`src/rtl/alu_issuer_pkg.sv`:
```
// Shared definitions for the ALU operation issuer.
//   SEL_*   : select codes understood by the 16-bit combinational ALU
//   state_t : issuer FSM states
// Optional build macro used by the issuer files: ALU_ISSUER_FLAGS_EN.
package alu_issuer_pkg;

    localparam int unsigned SEL_W = 3;

    localparam logic [SEL_W-1:0] SEL_PASS = 3'b000;
    localparam logic [SEL_W-1:0] SEL_ADD  = 3'b001;
    localparam logic [SEL_W-1:0] SEL_SUB  = 3'b010;
    localparam logic [SEL_W-1:0] SEL_NOT  = 3'b011;
    localparam logic [SEL_W-1:0] SEL_CLR  = 3'b100;
    localparam logic [SEL_W-1:0] SEL_OR   = 3'b101;
    localparam logic [SEL_W-1:0] SEL_AND  = 3'b110;

    typedef enum logic [1:0] {
        ST_IDLE  = 2'd0,
        ST_ISSUE = 2'd1,
        ST_RESP  = 2'd2
    } state_t;

endpackage

```
`src/rtl/alu_op_issuer_if.sv`:
```
// Command/response bundle between a command source and the ALU issuer.
//   cmd_* : valid/ready command channel (master drives, slave accepts)
//   res_* : valid/ready result channel (slave drives, master consumes)
// With ALU_ISSUER_FLAGS_EN defined, res_zero/res_neg travel with res_data.
interface alu_op_issuer_if #(
    parameter int unsigned DATA_W = 16,
    parameter int unsigned REG_AW = 2
);
    import alu_issuer_pkg::*;

    logic              cmd_valid;
    logic              cmd_ready;
    logic [SEL_W-1:0]  cmd_op;
    logic              cmd_ld;
    logic [DATA_W-1:0] cmd_imm;
    logic [REG_AW-1:0] cmd_dst;
    logic [REG_AW-1:0] cmd_srca;
    logic [REG_AW-1:0] cmd_srcb;

    logic              res_valid;
    logic              res_ready;
    logic [DATA_W-1:0] res_data;
    logic [REG_AW-1:0] res_dst;
`ifdef ALU_ISSUER_FLAGS_EN
    logic              res_zero;
    logic              res_neg;
`endif

    modport master (
        output cmd_valid, cmd_op, cmd_ld, cmd_imm, cmd_dst, cmd_srca, cmd_srcb,
        input  cmd_ready,
        input  res_valid, res_data, res_dst,
`ifdef ALU_ISSUER_FLAGS_EN
        input  res_zero, res_neg,
`endif
        output res_ready
    );

    modport slave (
        input  cmd_valid, cmd_op, cmd_ld, cmd_imm, cmd_dst, cmd_srca, cmd_srcb,
        output cmd_ready,
        output res_valid, res_data, res_dst,
`ifdef ALU_ISSUER_FLAGS_EN
        output res_zero, res_neg,
`endif
        input  res_ready
    );

endinterface

```
`src/rtl/alu_issuer_regfile.sv`:
```
// Operand register file: NREG x DATA_W, two async read ports,
// one synchronous write port, synchronous clear on rst (clear wins over write).
//   rd_a_addr/rd_a_data, rd_b_addr/rd_b_data : read ports
//   wr_en/wr_addr/wr_data                    : write port
module alu_issuer_regfile #(
    parameter int unsigned DATA_W = 16,
    parameter int unsigned NREG   = 4,
    localparam int unsigned REG_AW = $clog2(NREG)
) (
    input  logic              clk,
    input  logic              rst,
    input  logic [REG_AW-1:0] rd_a_addr,
    output logic [DATA_W-1:0] rd_a_data,
    input  logic [REG_AW-1:0] rd_b_addr,
    output logic [DATA_W-1:0] rd_b_data,
    input  logic              wr_en,
    input  logic [REG_AW-1:0] wr_addr,
    input  logic [DATA_W-1:0] wr_data
);

    logic [DATA_W-1:0] mem [NREG];

    always_ff @(posedge clk) begin
        if (rst) begin
            for (int unsigned i = 0; i < NREG; i++) begin
                mem[i] <= '0;
            end
        end else if (wr_en) begin
            mem[wr_addr] <= wr_data;
        end
    end

    assign rd_a_data = mem[rd_a_addr];
    assign rd_b_data = mem[rd_b_addr];

endmodule

```
`src/rtl/alu_op_issuer.sv`:
```
// Command front-end for the combinational ALU: accepts reg-to-reg or
// load-immediate commands, drives the ALU for one ISSUE cycle, writes the
// result back and returns it on the response channel.
//   clk, rst          : clock, synchronous active-high reset
//   bus (slave)       : cmd_* command channel, res_* response channel
//   alu_a/alu_b/alu_sel : registered ALU drive, zero outside ISSUE
//   alu_out           : ALU combinational result
// Macro ALU_ISSUER_FLAGS_EN adds res_zero/res_neg captured with res_data.
module alu_op_issuer
    import alu_issuer_pkg::*;
#(
    parameter int unsigned DATA_W = 16,
    parameter int unsigned NREG   = 4,
    localparam int unsigned REG_AW = $clog2(NREG)
) (
    input  logic              clk,
    input  logic              rst,
    alu_op_issuer_if.slave    bus,
    output logic [DATA_W-1:0] alu_a,
    output logic [DATA_W-1:0] alu_b,
    output logic [SEL_W-1:0]  alu_sel,
    input  logic [DATA_W-1:0] alu_out
);

    state_t            state, state_nxt;
    logic [REG_AW-1:0] dst_q, dst_nxt;
    logic [DATA_W-1:0] alu_a_nxt, alu_b_nxt;
    logic [SEL_W-1:0]  alu_sel_nxt;
    logic [DATA_W-1:0] res_data_nxt;
    logic [REG_AW-1:0] res_dst_nxt;
    logic [DATA_W-1:0] rd_a_data, rd_b_data;
    logic              wr_en;
`ifdef ALU_ISSUER_FLAGS_EN
    logic              res_zero_nxt, res_neg_nxt;
`endif

    // Operands are read at accept time so the ALU inputs are registered
    // straight into the ISSUE cycle.
    alu_issuer_regfile #(
        .DATA_W (DATA_W),
        .NREG   (NREG)
    ) u_regfile (
        .clk       (clk),
        .rst       (rst),
        .rd_a_addr (bus.cmd_srca),
        .rd_a_data (rd_a_data),
        .rd_b_addr (bus.cmd_srcb),
        .rd_b_data (rd_b_data),
        .wr_en     (wr_en),
        .wr_addr   (dst_q),
        .wr_data   (alu_out)
    );

    // Next-state and next-output logic.
    always_comb begin
        state_nxt    = state;
        dst_nxt      = dst_q;
        alu_a_nxt    = '0;
        alu_b_nxt    = '0;
        alu_sel_nxt  = SEL_PASS;
        res_data_nxt = bus.res_data;
        res_dst_nxt  = bus.res_dst;
        wr_en        = 1'b0;
`ifdef ALU_ISSUER_FLAGS_EN
        res_zero_nxt = bus.res_zero;
        res_neg_nxt  = bus.res_neg;
`endif
        case (state)
            ST_IDLE: begin
                if (bus.cmd_valid) begin
                    state_nxt = ST_ISSUE;
                    dst_nxt   = bus.cmd_dst;
                    if (bus.cmd_ld) begin
                        alu_a_nxt = bus.cmd_imm;
                    end else begin
                        alu_a_nxt   = rd_a_data;
                        alu_b_nxt   = rd_b_data;
                        alu_sel_nxt = bus.cmd_op;
                    end
                end
            end
            ST_ISSUE: begin
                state_nxt    = ST_RESP;
                wr_en        = 1'b1;
                res_data_nxt = alu_out;
                res_dst_nxt  = dst_q;
`ifdef ALU_ISSUER_FLAGS_EN
                res_zero_nxt = (alu_out == '0);
                res_neg_nxt  = alu_out[DATA_W-1];
`endif
            end
            ST_RESP: begin
                if (bus.res_ready) begin
                    state_nxt = ST_IDLE;
                end
            end
            default: state_nxt = ST_IDLE;
        endcase
    end

    // State and registered outputs.
    always_ff @(posedge clk) begin
        if (rst) begin
            state         <= ST_IDLE;
            dst_q         <= '0;
            alu_a         <= '0;
            alu_b         <= '0;
            alu_sel       <= SEL_PASS;
            bus.cmd_ready <= 1'b1;
            bus.res_valid <= 1'b0;
            bus.res_data  <= '0;
            bus.res_dst   <= '0;
`ifdef ALU_ISSUER_FLAGS_EN
            bus.res_zero  <= 1'b0;
            bus.res_neg   <= 1'b0;
`endif
        end else begin
            state         <= state_nxt;
            dst_q         <= dst_nxt;
            alu_a         <= alu_a_nxt;
            alu_b         <= alu_b_nxt;
            alu_sel       <= alu_sel_nxt;
            bus.cmd_ready <= (state_nxt == ST_IDLE);
            bus.res_valid <= (state_nxt == ST_RESP);
            bus.res_data  <= res_data_nxt;
            bus.res_dst   <= res_dst_nxt;
`ifdef ALU_ISSUER_FLAGS_EN
            bus.res_zero  <= res_zero_nxt;
            bus.res_neg   <= res_neg_nxt;
`endif
        end
    end

endmodule
```
`src/flat_wrapper.sv`:
```
// flat-port wrapper written by rule: the top's interface ports become plain ports
module alu_op_issuer_flat import alu_issuer_pkg::*;
#(
    parameter int unsigned DATA_W = 16,
    parameter int unsigned NREG   = 4,
    localparam int unsigned REG_AW = $clog2(NREG)
)
  (clk, rst, alu_a, alu_b, alu_sel, alu_out, bus_cmd_valid, bus_cmd_op, bus_cmd_ld, bus_cmd_imm, bus_cmd_dst, bus_cmd_srca, bus_cmd_srcb, bus_cmd_ready, bus_res_valid, bus_res_data, bus_res_dst, bus_res_ready);
  alu_op_issuer_if #(.DATA_W(DATA_W)) bus_i ();
  input  logic clk;
  input  logic rst;
  output logic [DATA_W-1:0] alu_a;
  output logic [DATA_W-1:0] alu_b;
  output logic [SEL_W-1:0] alu_sel;
  input  logic [DATA_W-1:0] alu_out;
  input wire logic [$bits(bus_i.cmd_valid)-1:0] bus_cmd_valid;
  input wire logic [$bits(bus_i.cmd_op)-1:0] bus_cmd_op;
  input wire logic [$bits(bus_i.cmd_ld)-1:0] bus_cmd_ld;
  input wire logic [$bits(bus_i.cmd_imm)-1:0] bus_cmd_imm;
  input wire logic [$bits(bus_i.cmd_dst)-1:0] bus_cmd_dst;
  input wire logic [$bits(bus_i.cmd_srca)-1:0] bus_cmd_srca;
  input wire logic [$bits(bus_i.cmd_srcb)-1:0] bus_cmd_srcb;
  output wire logic [$bits(bus_i.cmd_ready)-1:0] bus_cmd_ready;
  output wire logic [$bits(bus_i.res_valid)-1:0] bus_res_valid;
  output wire logic [$bits(bus_i.res_data)-1:0] bus_res_data;
  output wire logic [$bits(bus_i.res_dst)-1:0] bus_res_dst;
  input wire logic [$bits(bus_i.res_ready)-1:0] bus_res_ready;
  assign bus_i.cmd_valid = bus_cmd_valid;
  assign bus_i.cmd_op = bus_cmd_op;
  assign bus_i.cmd_ld = bus_cmd_ld;
  assign bus_i.cmd_imm = bus_cmd_imm;
  assign bus_i.cmd_dst = bus_cmd_dst;
  assign bus_i.cmd_srca = bus_cmd_srca;
  assign bus_i.cmd_srcb = bus_cmd_srcb;
  assign bus_cmd_ready = bus_i.cmd_ready;
  assign bus_res_valid = bus_i.res_valid;
  assign bus_res_data = bus_i.res_data;
  assign bus_res_dst = bus_i.res_dst;
  assign bus_i.res_ready = bus_res_ready;
  alu_op_issuer #(.DATA_W(DATA_W), .NREG(NREG)) u_core (.clk(clk), .rst(rst), .bus(bus_i), .alu_a(alu_a), .alu_b(alu_b), .alu_sel(alu_sel), .alu_out(alu_out));
endmodule
```
`config.mk`:
```
export PLATFORM = sky130hd
export DESIGN_NAME = alu_op_issuer_flat
export DESIGN_NICKNAME = d
export VERILOG_FILES = /design/src/rtl/alu_issuer_pkg.sv /design/src/rtl/alu_op_issuer_if.sv /design/src/rtl/alu_issuer_regfile.sv /design/src/rtl/alu_op_issuer.sv /design/src/flat_wrapper.sv
export SDC_FILE = /design/constraint.sdc
export NUM_CORES = 1
export LEC_CHECK = 0
export CAP_MARGIN = 40
export CORE_MARGIN = 3
export CORE_UTILIZATION = 50
export DETAILED_ROUTE_END_ITERATION = 6
export PLACE_DENSITY = 0.78
export SLEW_MARGIN = 20
export SYNTH_ARGS = -nofsm -noshare
export SYNTH_HDL_FRONTEND = slang
export SYNTH_SLANG_ARGS = --single-unit
```
`constraint.sdc`:
```
create_clock -name clk -period 3.5 [get_ports clk]
set_input_delay 0.7 -clock clk [delete_from_list [all_inputs] [get_ports clk]]
set_output_delay 0.7 -clock clk [all_outputs]
set_load 0.02 [all_outputs]
```
==> results by stage <==
Clock network:
- TritonCTS created 17 clock buffers.
- The clock latency reported for the late side of the worst-skew pair is ~0.51 ns.
- The post-cts resize count is 0.
- The TritonCTS clock tree is done.
- After clock tree synthesis, the clock-pin slew on the worst setup and hold paths is 0.05 ns.
- The post-CTS setup buffer count is 0.
- The root buffer cell chosen for the clock tree is sky130_fd_sc_hd__clkbuf_8.
- In this run the deepest clock path goes through 2 buffers.
- The H-tree depth is 4.
- The clock sink count is 123.
- For this design, the CTS-stage hold fixing added 0 buffers.

Logic synthesis:
- Summed over its instances, the top area cell type makes up 36.8% of the synthesized netlist area.
- The share of flip-flops with an asynchronous set or reset is 0%.
- After technology mapping, the gate count stands at roughly 370.
- Yosys mapped a number of flops with a built-in enable equal to between 60 and 70.
- The per-instance average area after synthesis is between 10 and 15 um^2.
- The summed instance area of the synthesized netlist is 5220 um^2.
- The share of the Yosys chip area taken by registers is 59.5%.
- The most frequently used flop master after synthesis is sky130_fd_sc_hd__edfxtp_1.
- The Yosys step of the flow raised 0 warnings.
- After synthesis, the cell types taking the most area are sky130_fd_sc_hd__edfxtp_1 37%, sky130_fd_sc_hd__dfxtp_1 23%, sky130_fd_sc_hd__and2_1 7.7%.
- By count the netlist is led by 64 x sky130_fd_sc_hd__and2_1, 64 x sky130_fd_sc_hd__edfxtp_1, 59 x sky130_fd_sc_hd__dfxtp_1, 19 x sky130_fd_sc_hd__inv_1, 18 x sky130_fd_sc_hd__mux2i_1.
- The synthesized net count is around 420.
- Yosys mapped the design onto 36 distinct sky130hd cell types.
- The cell type contributing the most total cell area after synthesis is sky130_fd_sc_hd__edfxtp_1.
- The synthesized design contains approximately 120 register bits.

Timing:
- The shortest clock period the worst path allows after layout is about 2.2 ns.
- The sum of negative setup slack is 0 ns.
- Setup violations remaining at the end of the flow were counted as 0.
- Setup repair after global routing left no endpoint under its margin.
- The worst path uses around 63% of the clock period.
- Headroom to the max-slew limit came out at 47.5%.
- The highest achievable clock rate is 0.456 GHz.
- The hold violation count in the final report was 0.
- The minimum setup slack in the final design is roughly 1.3 ns.
- The worst-case clock skew is 0.00720 ns.
- The final-report max-slew violation count is 0.
- At the pin with the least slew margin, the transition time is 0.785 ns.

Finish:
- The antenna cell count is 0.
- Leaving out filler cells and counting taps, the final layout contains 621.
- With fillers left out, the area of the finished cells amounts to 6910 um^2.
- The layout overhead on the synthesized area is 32.5%.
- The final net count is 521.
- Of the cells placed in the final design, the portion with a size suffix greater than 1 is 21.3%.

Floorplan:
- The total number of placement rows is 36.
- The die is 108 um wide.
- The number of I/O pins is 101.
- The starting density of the core is 52.4%.
- The floorplan step set the die height to 108 um.
- The die area is 11700 um^2.
- The area inside the core boundary is between 9000 and 10000 um^2.

Placement:
- The worst setup slack after placement is 0.777 ns.
- After legalization and detailed placement, the total HPWL measured 8.03 mm.
- The number of placed instances, taps included, is about 590.
- The count of buffers from port buffering is 100.
- The post-placement cell area is around 6300 um^2.
- The final RePlAce weighted congestion is 0.800.

Critical path:
- In this run the critical register-to-register path is launched from u_core.state[0].
- The sort of element at the end of the critical path is a register.
- Counting cells, the worst reg-to-reg path comes to 3.
- The register-to-register setup slack is about 1.5 ns.
- The slowest library cell on the worst path is sky130_fd_sc_hd__or2_1.
- Of all nets on the critical path, the largest fanout is 17.
- Data arrives at the worst endpoint at 2.33 ns.
- The type of origin of the critical path is an input pin.
- The worst setup path is of the in2reg kind.
- The worst register-to-register path ends at u_core.u_regfile.mem[2][10].
- The critical path goes through clkdlybuf4s50_1 > nor3b_2 > and3b_2 > or2_1.
- The worst endpoint required time is about 3.6 ns.
- The longest individual stage delay on the worst path is about 0.6 ns.

Global routing:
- Global routing finished with a remaining overflow of 0.
- The global-route wire length before repair is 18.0 mm.
- The pin count of the biggest net entering global routing is 33.
- The initial antenna violation count is 0.
- The global-route usage over all layers is 20.4%.
- The via count of the first global-routing pass is 3316.

Worst hold path:
- For hold timing, the worst endpoint is u_core.bus.res_data[9].
- The worst hold path begins at u_core.bus.res_data[9].
- The worst hold-check path type is reg2reg.
- The worst hold path cell count is 1.

Routing:
- The count of vias placed by the detailed router is 3229.
- For this run, design rule violations remaining after detail routing come to 0.
- The first TritonRoute pass finished after 4 iterations.
- The final routed wirelength across all metal layers is around 11 mm.
- In this run the remaining antenna-violating nets after routing total 0.
- The number of DRC violations after detailed-routing iteration 0 is around 250.
- Dividing the detail-routed wire length by the instance count gives 17.9 um.
- The number of vias per cell is 5.20.

Pwr:
- For this design the ratio of total power to cell area is 540 nW/um^2.
- Power comes to 0.00373 W.
- The worst supply voltage drop on vdd is 285 uV.
- The leakage power of the design is 2.80 nW.

Run:
- The number of maximum-capacitance violations is 0.

Status:
- The flow ran to the end, and the final reports show no timing, DRC or antenna violations.
-- placed cells by master (no fill, tap or decap), types with 3 or more instances in the layout --
cell,n
sky130_fd_sc_hd__o21ai_1,15
sky130_fd_sc_hd__a221oi_1,8
sky130_fd_sc_hd__nor2_1,3
sky130_fd_sc_hd__inv_1,19
sky130_fd_sc_hd__clkbuf_8,3
sky130_fd_sc_hd__a21o_1,16
sky130_fd_sc_hd__clkdlybuf4s50_1,100
sky130_fd_sc_hd__mux4_2,16
sky130_fd_sc_hd__edfxtp_1,64
sky130_fd_sc_hd__clkinv_2,4
sky130_fd_sc_hd__clkbuf_16,17
sky130_fd_sc_hd__dfxtp_1,59
sky130_fd_sc_hd__mux2i_1,18
sky130_fd_sc_hd__a221oi_2,8
sky130_fd_sc_hd__bufinv_16,3
sky130_fd_sc_hd__and2_1,64
sky130_fd_sc_hd__nor2b_4,7
sky130_fd_sc_hd__nor2_2,4
sky130_fd_sc_hd__nor2b_1,10
sky130_fd_sc_hd__buf_4,10
sky130_fd_sc_hd__mux2_2,16
-- critical path, delay by kind of cell --
family / cells / cell delay [ns]
AND/OR/NAND/NOR: 3 / 1.20
buffers and inverters: 1 / 0.44
-- how the worst max path moves through the flow --
| stage | endpoint | from | slack (ns) |
|---|---|---|---|
| CTS | u_core.alu_a[2] | bus_cmd_ld | 1.19 |
| floorplan | u_core.u_regfile.mem[2][0] | rst | 1.28 |
| global route | u_core.u_regfile.mem[0][5] | rst | 1.20 |
| finish | u_core.u_regfile.mem[2][10] | rst | 1.31 |
| global placement | u_core.u_regfile.mem[1][11] | rst | 0.85 |
| detailed placement | u_core.u_regfile.mem[0][11] | rst | 0.78 |
-- where the power goes --
group | switching, W | internal (W)
combinational | 0.000164 | 0.000183
sequential | 0.0000388 | 0.00158
clock | 0.000602 | 0.00116
total | 0.000806 | 0.00293
-- flip-flops by register name, summed over array words and instances, names as in the netlist, 2 cells and up --
name and flops:
u_core.bus.res_data 16, u_core.alu_b 16, u_core.u_regfile.mem 64, u_core.state 2
u_core.alu_a 16, u_core.bus.res_dst 2, u_core.dst_q 2, u_core.alu_sel 3
-- cell families (layout without fill, tap and decap cells) --
kind of cell | Yosys count | after routing | share of synthesized area [%]
AO/OA/AOI/OAI | 53 | 53 | 8.44
AND/OR/NAND/NOR | 101 | 101 | 13.9
flip-flops | 123 | 123 | 59.5
multiplexers | 50 | 50 | 13.8
buffers and inverters | 42 | 161 | 4.34
-- metrics by stage --
step	hold slack (ns)	utilization [%]
floorplan	0.540	-
global placement	0.434	63.2
detailed placement	0.442	63.2
CTS	0.458	69.4
global route	0.477	69.4
finish	0.451	69.4
-- layer usage --
layer  track usage (%)  vias up  share of wire (%)
li1                  -     1545                  -
met1              28.2     1522                 45
met2              30.3      139                 46
met3              5.67       23                7.3
met4              8.75        0                2.1
met5                 0        -                  0
-- layout make-up --
class,instances,area [um^2]
Clock buffer,21,470
Clock inverter,11,139
Fill cell,667,3040
Inverter,19,71.3
Multi-Input combinational cell,204,1890
Sequential cell,123,3100
Tap cell,133,166
Timing Repair Buffer,110,1080
Power figures use the tool's default switching activity.
